--- config.mk ---
export PLATFORM = sky130hd
export DESIGN_NAME = limn2600_mem_initiator
export DESIGN_NICKNAME = d
export VERILOG_FILES = /design/src/rtl/limn2600_bus_pkg.sv /design/src/rtl/limn2600_mem_initiator.sv
export SDC_FILE = /design/constraint.sdc
export NUM_CORES = 1
export LEC_CHECK = 0
export ABC_AREA = 1
export BUFFER_PORTS_ARGS = -buffer_cell sky130_fd_sc_hd__buf_2
export CAP_MARGIN = 20
export CORE_ASPECT_RATIO = 0.75
export CORE_MARGIN = 3
export CORE_UTILIZATION = 30
export CTS_CLUSTER_DIAMETER = 120
export CTS_CLUSTER_SIZE = 40
export DETAILED_ROUTE_END_ITERATION = 12
export GPL_TIMING_DRIVEN = 0
export SLEW_MARGIN = 20
export SYNTH_ARGS = -nofsm -noshare
export SYNTH_HDL_FRONTEND = slang
export SYNTH_SLANG_ARGS = --single-unit
--- constraint.sdc ---
create_clock -name clk -period 4.6 [get_ports clk]
set_input_delay 0.69 -clock clk [delete_from_list [all_inputs] [get_ports clk]]
set_output_delay 0.69 -clock clk [all_outputs]
set_load 0.01 [all_outputs]
--- src/rtl/limn2600_bus_pkg.sv ---
// Shared definitions for Limn2600 memory-bus initiators: FSM state type and common
// bus constants.
package limn2600_bus_pkg;

  typedef enum logic [1:0] {
    StIdle,
    StAccess,
    StResp
  } bus_state_e;

  localparam int unsigned DefaultTimeout = 256;

  // Serial emulation port, shared with the other initiators that poll it.
  localparam logic [31:0] SerialEmuAddr = 32'hF8000040;

endpackage

--- src/rtl/limn2600_mem_initiator.sv ---
// Single-outstanding load/store initiator for the Limn2600 cs/we/addr/data/rdy bus,
// with misalignment rejection and a rdy timeout so a silent responder cannot hang the core.
module limn2600_mem_initiator
  import limn2600_bus_pkg::*;
#(
  parameter int unsigned ADDR_W  = 32,
  parameter int unsigned DATA_W  = 32,
  parameter int unsigned TIMEOUT = DefaultTimeout
) (
  input  logic              clk,
  input  logic              rst,
  input  logic              req_valid,
  output logic              req_ready,
  input  logic              req_we,
  input  logic [ADDR_W-1:0] req_addr,
  input  logic [DATA_W-1:0] req_wdata,
  output logic              resp_valid,
  input  logic              resp_ready,
  output logic [DATA_W-1:0] resp_rdata,
  output logic              resp_err,
  output logic              cs,
  output logic              we,
  output logic [ADDR_W-1:0] addr,
  output logic [DATA_W-1:0] data_out,
  input  logic [DATA_W-1:0] data_in,
  input  logic              rdy
);

  localparam int unsigned CntW = (TIMEOUT > 1) ? $clog2(TIMEOUT) : 1;
  localparam logic [CntW-1:0] CntMax = CntW'(TIMEOUT - 1);

  bus_state_e state_q;
  logic [CntW-1:0] cnt_q;

  // A responder may still present rdy from the previous select; hold off until it drops.
  assign req_ready = (state_q == StIdle) && !rdy && !rst;

  always_ff @(posedge clk or posedge rst) begin
    if (rst) begin
      state_q    <= StIdle;
      cnt_q      <= '0;
      cs         <= 1'b0;
      we         <= 1'b0;
      addr       <= '0;
      data_out   <= '0;
      resp_valid <= 1'b0;
      resp_rdata <= '0;
      resp_err   <= 1'b0;
    end else begin
      unique case (state_q)
        StIdle: begin
          if (req_valid && req_ready) begin
            if (req_addr[1:0] != 2'b00) begin
              resp_valid <= 1'b1;
              resp_err   <= 1'b1;
              resp_rdata <= '0;
              state_q    <= StResp;
            end else begin
              cs       <= 1'b1;
              we       <= req_we;
              addr     <= req_addr;
              data_out <= req_wdata;
              cnt_q    <= '0;
              state_q  <= StAccess;
            end
          end
        end
        StAccess: begin
          // rdy takes priority over an expiring timeout in the same cycle.
          if (rdy) begin
            cs         <= 1'b0;
            we         <= 1'b0;
            resp_valid <= 1'b1;
            resp_err   <= 1'b0;
            resp_rdata <= we ? '0 : data_in;
            state_q    <= StResp;
          end else if (cnt_q == CntMax) begin
            cs         <= 1'b0;
            we         <= 1'b0;
            resp_valid <= 1'b1;
            resp_err   <= 1'b1;
            resp_rdata <= '0;
            state_q    <= StResp;
          end else begin
            cnt_q <= cnt_q + 1'b1;
          end
        end
        StResp: begin
          if (resp_ready) begin
            resp_valid <= 1'b0;
            state_q    <= StIdle;
          end
        end
        default: state_q <= StIdle;
      endcase
    end
  end

endmodule

== Yosys cells after proc, flatten, opt, wreduce, memory -nomap -nowiden ==
Cells that the tools add are included.
W data, S select, Z words.

* Add/subtract/negate cells: 1
* Equality and inequality tests: 10
* Mux-type cells: 33
* Bitwise logic cells: 1
* Reductions and logical operators: 15

{| class="wikitable"
|+ Operators with widths
! cell !! count
|-
| $mux W32 || 5
|-
| $pmux W32 S2 || 1
|-
| $mux W8 || 4
|-
| $pmux W8 S2 || 1
|-
| $mux W1 || 12
|-
| $mux W2 || 5
|-
| $reduce_and A5 Y1 || 2
|-
| $add A8 B1 Y8 const B || 1
|-
| $eq A8 B8 Y1 const B || 1
|-
| $ne A2 B2 Y1 const B || 4
|-
| $reduce_and A4 Y1 || 2
|-
| $pmux W1 S2 || 3
|-
| $pmux W2 S3 || 1
|-
| $reduce_and A3 Y1 || 2
|-
| $ne A2 B1 Y1 const B || 2
|-
| $reduce_bool A2 Y1 || 2
|-
| $logic_and A1 B1 Y1 || 3
|-
| $ne A3 B3 Y1 const B || 1
|-
| $pmux W1 S3 || 1
|-
| $reduce_bool A3 Y1 || 1
|-
| $eq A2 B1 Y1 const B || 1
|-
| $eq A2 B2 Y1 const B || 1
|-
| $logic_not A1 Y1 || 2
|-
| $logic_not A2 Y1 || 1
|-
| $not A1 Y1 || 1
|}

* Register bits: 110
* Output and inout bits: 101

== Logic depth before layout (Yosys ltp) ==
Gate-level depths: netlist of run 1.

* Depth after elaboration: 6
* Depth in mapped cells: 9
* Gate-level depth less buffers: 9

== Worst setup path before layout of run 1 ==
Ideal clock, no wire load.

* Kind: input to output
* Start point: input port rst
* End point: output port req_ready
* Arrival time: 3.559 ns
* Data required time: 3.910 ns
* Slack: 0.351 ns
* Cell stages on the path: 3
* Path buffers: 0
* Cells stage by stage: inv_1 -> nand2_1 -> nor3_1

* Cells in the longest elaborated chain, start to end: 2

{| class="wikitable"
|+ Ends and longest elaborated chain
! item !! line !! text
|-
| from (decl) || limn2600_mem_initiator.sv:11 || <nowiki>input logic rst,</nowiki>
|-
| $logic_not A1 Y1 (no line) || n/a ||
|-
| $logic_and A1 B1 Y1 || limn2600_mem_initiator.sv:36 || <nowiki>assign req_ready = (state_q == StIdle) && !rdy && !rst;</nowiki>
|-
| to (decl) || limn2600_mem_initiator.sv:13 || <nowiki>output logic req_ready,</nowiki>
|}

Every way passes these cells.

== Final worst setup path of run 1 ==
Same ends and word-level chain as after synthesis.

==> metrics.md, run 1 <==
| Metric | Value |
|---|---|
| Hold Path Class | `in -> async` |
| Setup bufs post-CTS | `0` |
| Vias per cell | `about 4.3` |
| Layout area overhead | `36.1%` |
| Status | `complete, no violations` |
| Crit-path slowest cell | `buf_16` |
| Ant. Diodes | `0` |
| Syn nets | `approximately 610` |
| Avg Cell Area, Syn | `just under 9 sq um` |
| Vias in the first global route | `between 3000 and 4000` |
| Share of the synthesized area in the top cell type | `between 60 and 70%` |
| Peak VDD IR | `roughly 260 uV` |
| Pre-antenna DRT Iters | `4` |
| Fmax | `between 0.3 and 0.4 GHz` |
| Num CTS Buffers | `9` |
| Period minus WS final | `2.63 ns` |
| Longest Clk Path Bufs | `2` |
| Nets@finish | `just over 800` |
| Setup CP Type | `in -> out` |
| Reg clk slew, reported paths | `~0.080 ns` |
| Max-slew headroom | `roughly 69%` |
| Synth warn | `0` |
| Reg area | `between 2000 and 3000 sq um` |
| Crit path DAT | `about 1.9 ns` |
| Mapped Cells | `504` |
| FF-to-FF path depth | `7` |
| Slew Viols, Final | `0` |
| Die height | `111 microns` |
| CTS hold repair buffers | `0` |
| PwrDens | `around 510 nW/um^2` |
| Starting DRC count in detailed routing | `162` |
| Max-capacitance violation count | `0` |
| Kind of end point of the critical path | `output pin` |
| Ordered cell list for the critical path | `buf_2, inv_6, buf_16, nand2_1, nor3_1, buf_2` |
| Final Setup Violations | `0` |
| Critical path fanouts, max | `around 70` |
| Synth area leader | `dfrtp_1` |
| Initial antenna violation count | `0` |
| Hold Vio Cnt, Final | `0` |
| Post-route insts no fill | `approximately 920` |
| Most frequent cells in the layout | `nand2_1 (279), buf_2 (213), dfrtp_1 (110)` |
| Most used cell, CP | `buf_2` |
| Crit path required time | `between 3 and 4 ns` |
| Slowest stage delay, CP | `approximately 0.34 ns` |
| Skew final | `roughly 0.011 ns` |
| DIE AREA | `about 16000 sq um` |
| Slew @ Worst Pin | `0.460 ns` |
| Root Buffer | `clkbuf_16` |
| Unrepaired setup endpoints after global routing | `false` |
| WHS | `roughly 0.36 ns` |
| Main area contributors after synthesis | `dfrtp_1 (62%), nand2_1 (24%), nand3_1 (4.2%)` |
| Yosys reg bits | `110` |
| Clock Sinks | `110` |
| DR vias | `between 3000 and 4000` |
| Final WS setup | `approximately 2 ns` |
| Worst skew pair latency | `~0.34 ns` |
| Fill count | `~1500` |
| Residual DRC | `0` |
| Area taken by multi-input logic gates | `between 1000 and 1500 sq um` |
| All-Layer GR Usage | `14.7%` |
| Sequential-to-total area share from yosys stat | `62.3%` |
| Global-route wire length before repair | `a little under 20000 microns` |
| Core area | `~14000 sq um` |
| Share of cells above drive strength 1 | `around 34%` |
| Leak | `~0.0036 uW` |
| Port Buffers | `202` |
| CTS tree | `done` |
| Grt ovf | `0` |
| Worst Setup Start Kind | `primary input` |
| Die W | `between 100 and 150 microns` |
| Distinct cells, synth | `25` |
| PostCTS Resize Cnt | `0` |
| GPL Wtd Cong | `between 0.8 and 0.9` |
| Placed Cells incl. Taps | `~900` |
| Most common cell after layout, fill and taps aside | `nand2_1` |
| Mapped cell area | `4420 sq um` |
| Worst reg2reg setup slack | `roughly 3.0 ns` |
| # rows | `37` |
| Post-Place Worst Slack | `1.87 ns` |
| # IOs | `203` |
| Hpwl dp | `slightly below 9000 microns` |
| Antenna-violating nets left | `0` |
| H-tree Lvls | `3` |
| Starting Density | `31.4%` |
| Wirelength per Cell | `roughly 13 microns` |
| Drt total wl | `~12000 microns` |
| Largest net degree at the start of global routing | `69` |
| Crit share post-route | `around 57%` |
## metrics by stage
| step | util (%) | total power [uW] | TNS [ns] | area [sq um] |
|---|---|---|---|---|
| global route | 42.8 | 3310 | 0 | 6020 |
| detailed placement | 40.6 | 2320 | 0 | 5710 |
| global placement | 40.3 | 2310 | -86.19 | 5680 |
| CTS | 42.8 | 3140 | 0 | 6020 |
| finish | 42.8 | 3090 | 0 | 6020 |
| floorplan | - | 1890 | 0 | 4420 |
## critical path, delay by kind of cell
kind                   cells  cell delay (ns)
AND/OR/NAND/NOR            2             0.29
buffers and inverters      4             0.96
## where the power goes
group | internal, uW | total (uW) | leakage [uW] | switching, uW
clock | 444 | 801 | 0.000151 | 357
sequential | 1240 | 1410 | 0.00145 | 161
combinational | 372 | 885 | 0.00202 | 512
total | 2060 | 3090 | 0.00362 | 1030
## area by class of cell
cell class                      instances  share of cell area [%]
Clock inverter                          5                    1.08
Tap cell                              195                    4.05
Sequential cell                       110                    45.7
Buffer                                 23                    2.35
Multi-Input combinational cell        356                    24.5
Inverter                               15                    1.02
Timing Repair Buffer                  203                    17.3
Clock buffer                           11                    4.03
## cells in the mapped netlist
master      n
buf_4       5
inv_2       2
buf_6       3
ha_1        1
nand3_4     1
o21ai_1     2
a21boi_0    1
nand2_2     2
o21ai_0     3
nor2_1     14
nor3_1      2
a21oi_1     2
nand3_1    37
clkbuf_1    4
or2_2       1
nand3_2     1
o21bai_1    1
nand4_1     4
nand3b_1    1
nand2_1   279
inv_1      13
dfrtp_1   110
a21oi_2     1
buf_2      11
xor2_1      3
## per-layer routing
layer	vias up	share of wire (%)	global-route usage, %
met5	-	0	0
met4	0	1.0	2.88
met2	141	42	21.1
li1	1986	-	-
met1	1767	50	22.2
met3	12	6.5	4.25
## cell families after synthesis
| family | synth area share, % |
|---|---|
| AOI/OAI and AO/OA | 1.33 |
| adders and majority gates | 0.283 |
| DFF | 62.3 |
| buffers and inverters | 4.47 |
| and+or+nand+nor | 31.1 |
| xor gates and xnor gates | 0.594 |
## path summary, 6_finish.rpt
| path | startpoint | to |
|---|---|---|
| setup / recovery | rst | req_ready |
| hold / removal | rst | data_out[4]$_DFFE_PP0P_ |
| setup reg to reg | state_q[1]$_DFFE_PP0P_ | data_out[8]$_DFFE_PP0P_ |
| hold reg to reg | resp_rdata[31]$_DFFE_PP0P_ | resp_rdata[31]$_DFFE_PP0P_ |
| max in group asynchronous | rst | addr[29]$_DFFE_PP0P_ |
| min in group clk | resp_rdata[31]$_DFFE_PP0P_ | resp_rdata[31]$_DFFE_PP0P_ |
## flip-flops by register name, indices dropped and copies added, names as in the netlist
name        count
cnt_q           8
we              1
resp_valid      1
addr           32
data_out       32
state_q         2
resp_err        1
cs              1
resp_rdata     32
Power figures use the tool's default switching activity.
==> run 2, diff against run 1 <==
--- a/config.mk
+++ b/config.mk
@@ -5,7 +5,7 @@
 export SDC_FILE = /design/constraint.sdc
 export NUM_CORES = 1
 export LEC_CHECK = 0
-export ABC_AREA = 1
+export ABC_AREA = 0
 export BUFFER_PORTS_ARGS = -buffer_cell sky130_fd_sc_hd__buf_2
 export CAP_MARGIN = 20
 export CORE_ASPECT_RATIO = 0.75
==> constraint.sdc (replaced) <==
create_clock -name clk -period 2.2 [get_ports clk]
set_input_delay 0.33 -clock clk [delete_from_list [all_inputs] [get_ports clk]]
set_output_delay 0.33 -clock clk [all_outputs]
set_load 0.01 [all_outputs]
==> run 2 against run 1 <==
Net effect: first-iteration DRC count is 60% lower; final cell count fell by 26%; combinational power grew 58%; setup slack got worse by 1.6 ns; synthesized area is 2.4% lower; clock skew fell by 0.0013 ns; critical path type is now reg -> reg; critical endpoint is now addr[18]$_DFFE_PP0P_.
==> metrics.md, run 2 <==
| Metric | Value |
|---|---|
| Status | `complete, no violations` |
| Distinct cells, synth | `40 (+60%)` |
| # rows | `37 (unchanged)` |
| Main area contributors after synthesis | `dfrtp_1 (64%), mux2_1 (16%), a22o_1 (7.1%)` |
| Reg area | `2750 sq um (unchanged)` |
| Core area | `13900 sq um (-1.3%)` |
| Crit path DAT | `2.08 ns (+0.14 ns)` |
| Yosys reg bits | `110 (unchanged)` |
| Synth warn | `0 (unchanged)` |
| GPL Wtd Cong | `0.767 (-4.3%)` |
| Met2 global-route usage | `19.5% (-1.6 points)` |
| Skew final | `0.00969 ns (-0.00134 ns)` |
| Port Buffers | `202 (unchanged)` |
| Clock Sinks | `110 (unchanged)` |
| Mapped cell area | `4310 sq um (-2.4%)` |
| Longest Clk Path Bufs | `2 (unchanged)` |
| Final Setup Violations | `0 (unchanged)` |
| Slew @ Worst Pin | `0.722 ns (+0.262 ns)` |
| Period minus WS final | `approximately 1.9 ns` |
| Share of cells above drive strength 1 | `48.6% (+15 points)` |
| Vias in the first global route | `3123 (-16%)` |
| Net Sw Frac | `29.1% (-4.2 points)` |
| Peak VDD IR | `539 uV (+100%)` |
| Avg Cell Area, Syn | `15.1 sq um (+73%)` |
| Count leader, synth | `dfrtp_1` |
| Critical path fanouts, max | `10 (-85%)` |
| Pint | `4130 uW (+100%)` |
| Final Instance Area | `5930 sq um (-1.4%)` |
| Slew Viols, Final | `0 (unchanged)` |
| Placed Cells incl. Taps | `665 (-26%)` |
| Top_reg_cell synth | `dfrtp_1` |
| Synth area leader | `dfrtp_1` |
| Root Buffer | `clkbuf_16` |
| Top Registers | `addr x32, data_out x32, resp_rdata x32` |
| Hold Path Class | `in -> async` |
| DR vias | `3132 (-20%)` |
| Met1 usage | `17.3% (-4.9 points)` |
| Clock power frac | `29.1% (+3.2 points)` |
| Worst Setup Start Kind | `flop` |
| Async S/R FF share, synth | `100% (unchanged)` |
| Max-slew headroom | `51.8% (-18 points)` |
| Unrepaired setup endpoints after global routing | `false` |
| Share of the synthesized area in the top cell type | `63.8% (+1.6 points)` |
| CTS hold repair buffers | `0 (unchanged)` |
| Setup bufs post-CTS | `0 (unchanged)` |
| Max-capacitance violation count | `0 (unchanged)` |
| Fill count | `1339 (-8.2%)` |
| Largest net degree at the start of global routing | `36 (-48%)` |
| Most common cell after layout, fill and taps aside | `buf_2` |
| PwrDens | `982 nW/um^2 (+91%)` |
| All-Layer GR Usage | `12.9% (-1.8 points)` |
| Setup CP Type | `reg -> reg` |
| Most frequent cells in the layout | `buf_2 (206), dfrtp_1 (110), mux2_1 (62)` |
| Sequential-to-total area share from yosys stat | `63.8% (+1.6 points)` |
| Nets@finish | `604 (-26%)` |
| EDFF count, synth | `0 (unchanged)` |
| Grt ovf | `0 (unchanged)` |
| Mapped Cells | `285 (-43%)` |
| Num CTS Buffers | `9 (unchanged)` |
| Residual DRC | `0 (unchanged)` |
| Reg clk slew, reported paths | `0.07 ns (about the same)` |
| PostCTS Resize Cnt | `0 (unchanged)` |
| Antenna-violating nets left | `0 (unchanged)` |
| DIE AREA | `15900 sq um (-2.3%)` |
| Syn nets | `388 (-36%)` |
| GRT Max-Usage Layer | `met2` |
| Leak | `0.00315 uW (-13%)` |
| CTS tree | `done` |
| Post-route insts no fill | `681 (-26%)` |
| Initial antenna violation count | `0 (unchanged)` |
| Hpwl dp | `8240 microns (-7.0%)` |
| Vias per cell | `4.60 (+8.1%)` |
| Drt total wl | `10500 microns (-13%)` |
| Area taken by multi-input logic gates | `1410 sq um (-3.9%)` |
| Global-route wire length before repair | `16100 microns (-18%)` |
| Die W | `144 microns (-1.2%)` |
| Ant. Diodes | `0 (unchanged)` |
| Met3 Track Usage GR | `5.35% (+1.1 points)` |
| Post-DP Area | `5620 sq um (-1.6%)` |
| P_sw | `1700 uW (+65%)` |
| WHS | `0.132 ns (-0.232 ns)` |
| Wirelength per Cell | `15.5 microns (+18%)` |
| Pre-antenna DRT Iters | `4 (unchanged)` |
| Fmax | `0.537 GHz` |
| Layout area overhead | `37.5%` |
| H-tree Lvls | `3 (unchanged)` |
| Seq pwr share | `46.9% (+1.4 points)` |
| Kind of end point of the critical path | `flop` |
| Starting Density | `31.1% (-0.36 points)` |
| # IOs | `203 (unchanged)` |
| Hold Vio Cnt, Final | `0 (unchanged)` |
| Crit share post-route | `around 85%` |
| Worst skew pair latency | `0.34 ns (about the same)` |
| Die height | `110 microns (-1.2%)` |
| Crit path required time | `2.42 ns (-1.49 ns)` |
| Starting DRC count in detailed routing | `65 (-60%)` |
| Comb pwr share | `24.0% (-4.6 points)` |
| Synth cell count leaders | `dfrtp_1 (110), mux2_1 (62), a22o_1 (35)` |
-- run 2: cell count changes after synthesis, sizes merged, moves of 5 or more --
cell,delta
nand2,-276
mux2,+62
nand3,-36
a22o,+35
inv,-11
nor2,-9
buf,-5
-- run 2: final cells by class --
cell class	count	share of cell area [%]
Clock buffer	11	4.26
Buffer	15	2.24
Inverter	4	0.316
Multi-Input combinational cell	156	23.8
Clock inverter	5	1.10
Tap cell	175	3.69
Sequential cell	110	46.4
Timing Repair Buffer	205	18.2
-- run 2: cells by family after synthesis --
| family | share of synthesized area, % |
|---|---|
| xor gates and xnor gates | 0.406 |
| adders and majority gates | 0.290 |
| and+or+nand+nor | 5.05 |
| muxes | 16.2 |
| AOI/OAI and AO/OA | 10.8 |
| buffers and inverters | 3.42 |
| DFF | 63.8 |
-- run 2: routing by layer --
layer	share of wire [%]	up-vias
met4	0.93	0
met1	46	1485
met5	0	-
met3	9.6	7
li1	-	1491
met2	43	149
-- run 2: power by group through the flow --
stage	Sequential, uW	Clock [uW]	Combinational (uW)
3_3_place_gp	2760	0	1400
6_report	2730	1700	1400
3_5_place_dp	2780	0	1440
2_1_floorplan	2980	0	493
5_1_grt	2800	1840	1550
4_1_cts	2740	1760	1440
-- run 2: worst paths after layout --
kind / startpoint / end / slack (ns) / cells past startpoint
min reg2reg: addr[1]$_DFFE_PP0P_ / addr[1]$_DFFE_PP0P_ / 0.48 / 1
min in group clk: resp_ready / state_q[1]$_DFFE_PP0P_ / 0.18 / 2
max in group asynchronous: rst / addr[15]$_DFFE_PP0P_ / 1.47 / 3
min: rst / data_out[22]$_DFFE_PP0P_ / 0.13 / 2
max reg2reg: state_q[1]$_DFFE_PP0P_ / addr[18]$_DFFE_PP0P_ / 0.34 / 5
max: state_q[1]$_DFFE_PP0P_ / addr[18]$_DFFE_PP0P_ / 0.34 / 5
-- run 2: worst max-delay path, cell delays in order, from the launching register on --
cell and delay, ns:
dfrtp_1 0.39, buf_2 0.20, nor4_4 0.28, nand2_2 0.29, buf_6 0.26, mux2_1 0.32
-- run 2: metrics by stage --
| step | power [uW] | setup TNS [ns] | util (%) | worst slack (ns) |
|---|---|---|---|---|
| 2_1_floorplan | 3470 | 0 | - | 0.541 |
| 3_3_place_gp | 4150 | -21.85 | 39.9 | -0.203 |
| 3_5_place_dp | 4220 | 0 | 40.4 | 0.277 |
| 4_1_cts | 5940 | 0 | 42.7 | 0.306 |
| 5_1_grt | 6190 | 0 | 42.7 | 0.197 |
| 6_report | 5830 | 0 | 42.7 | 0.338 |
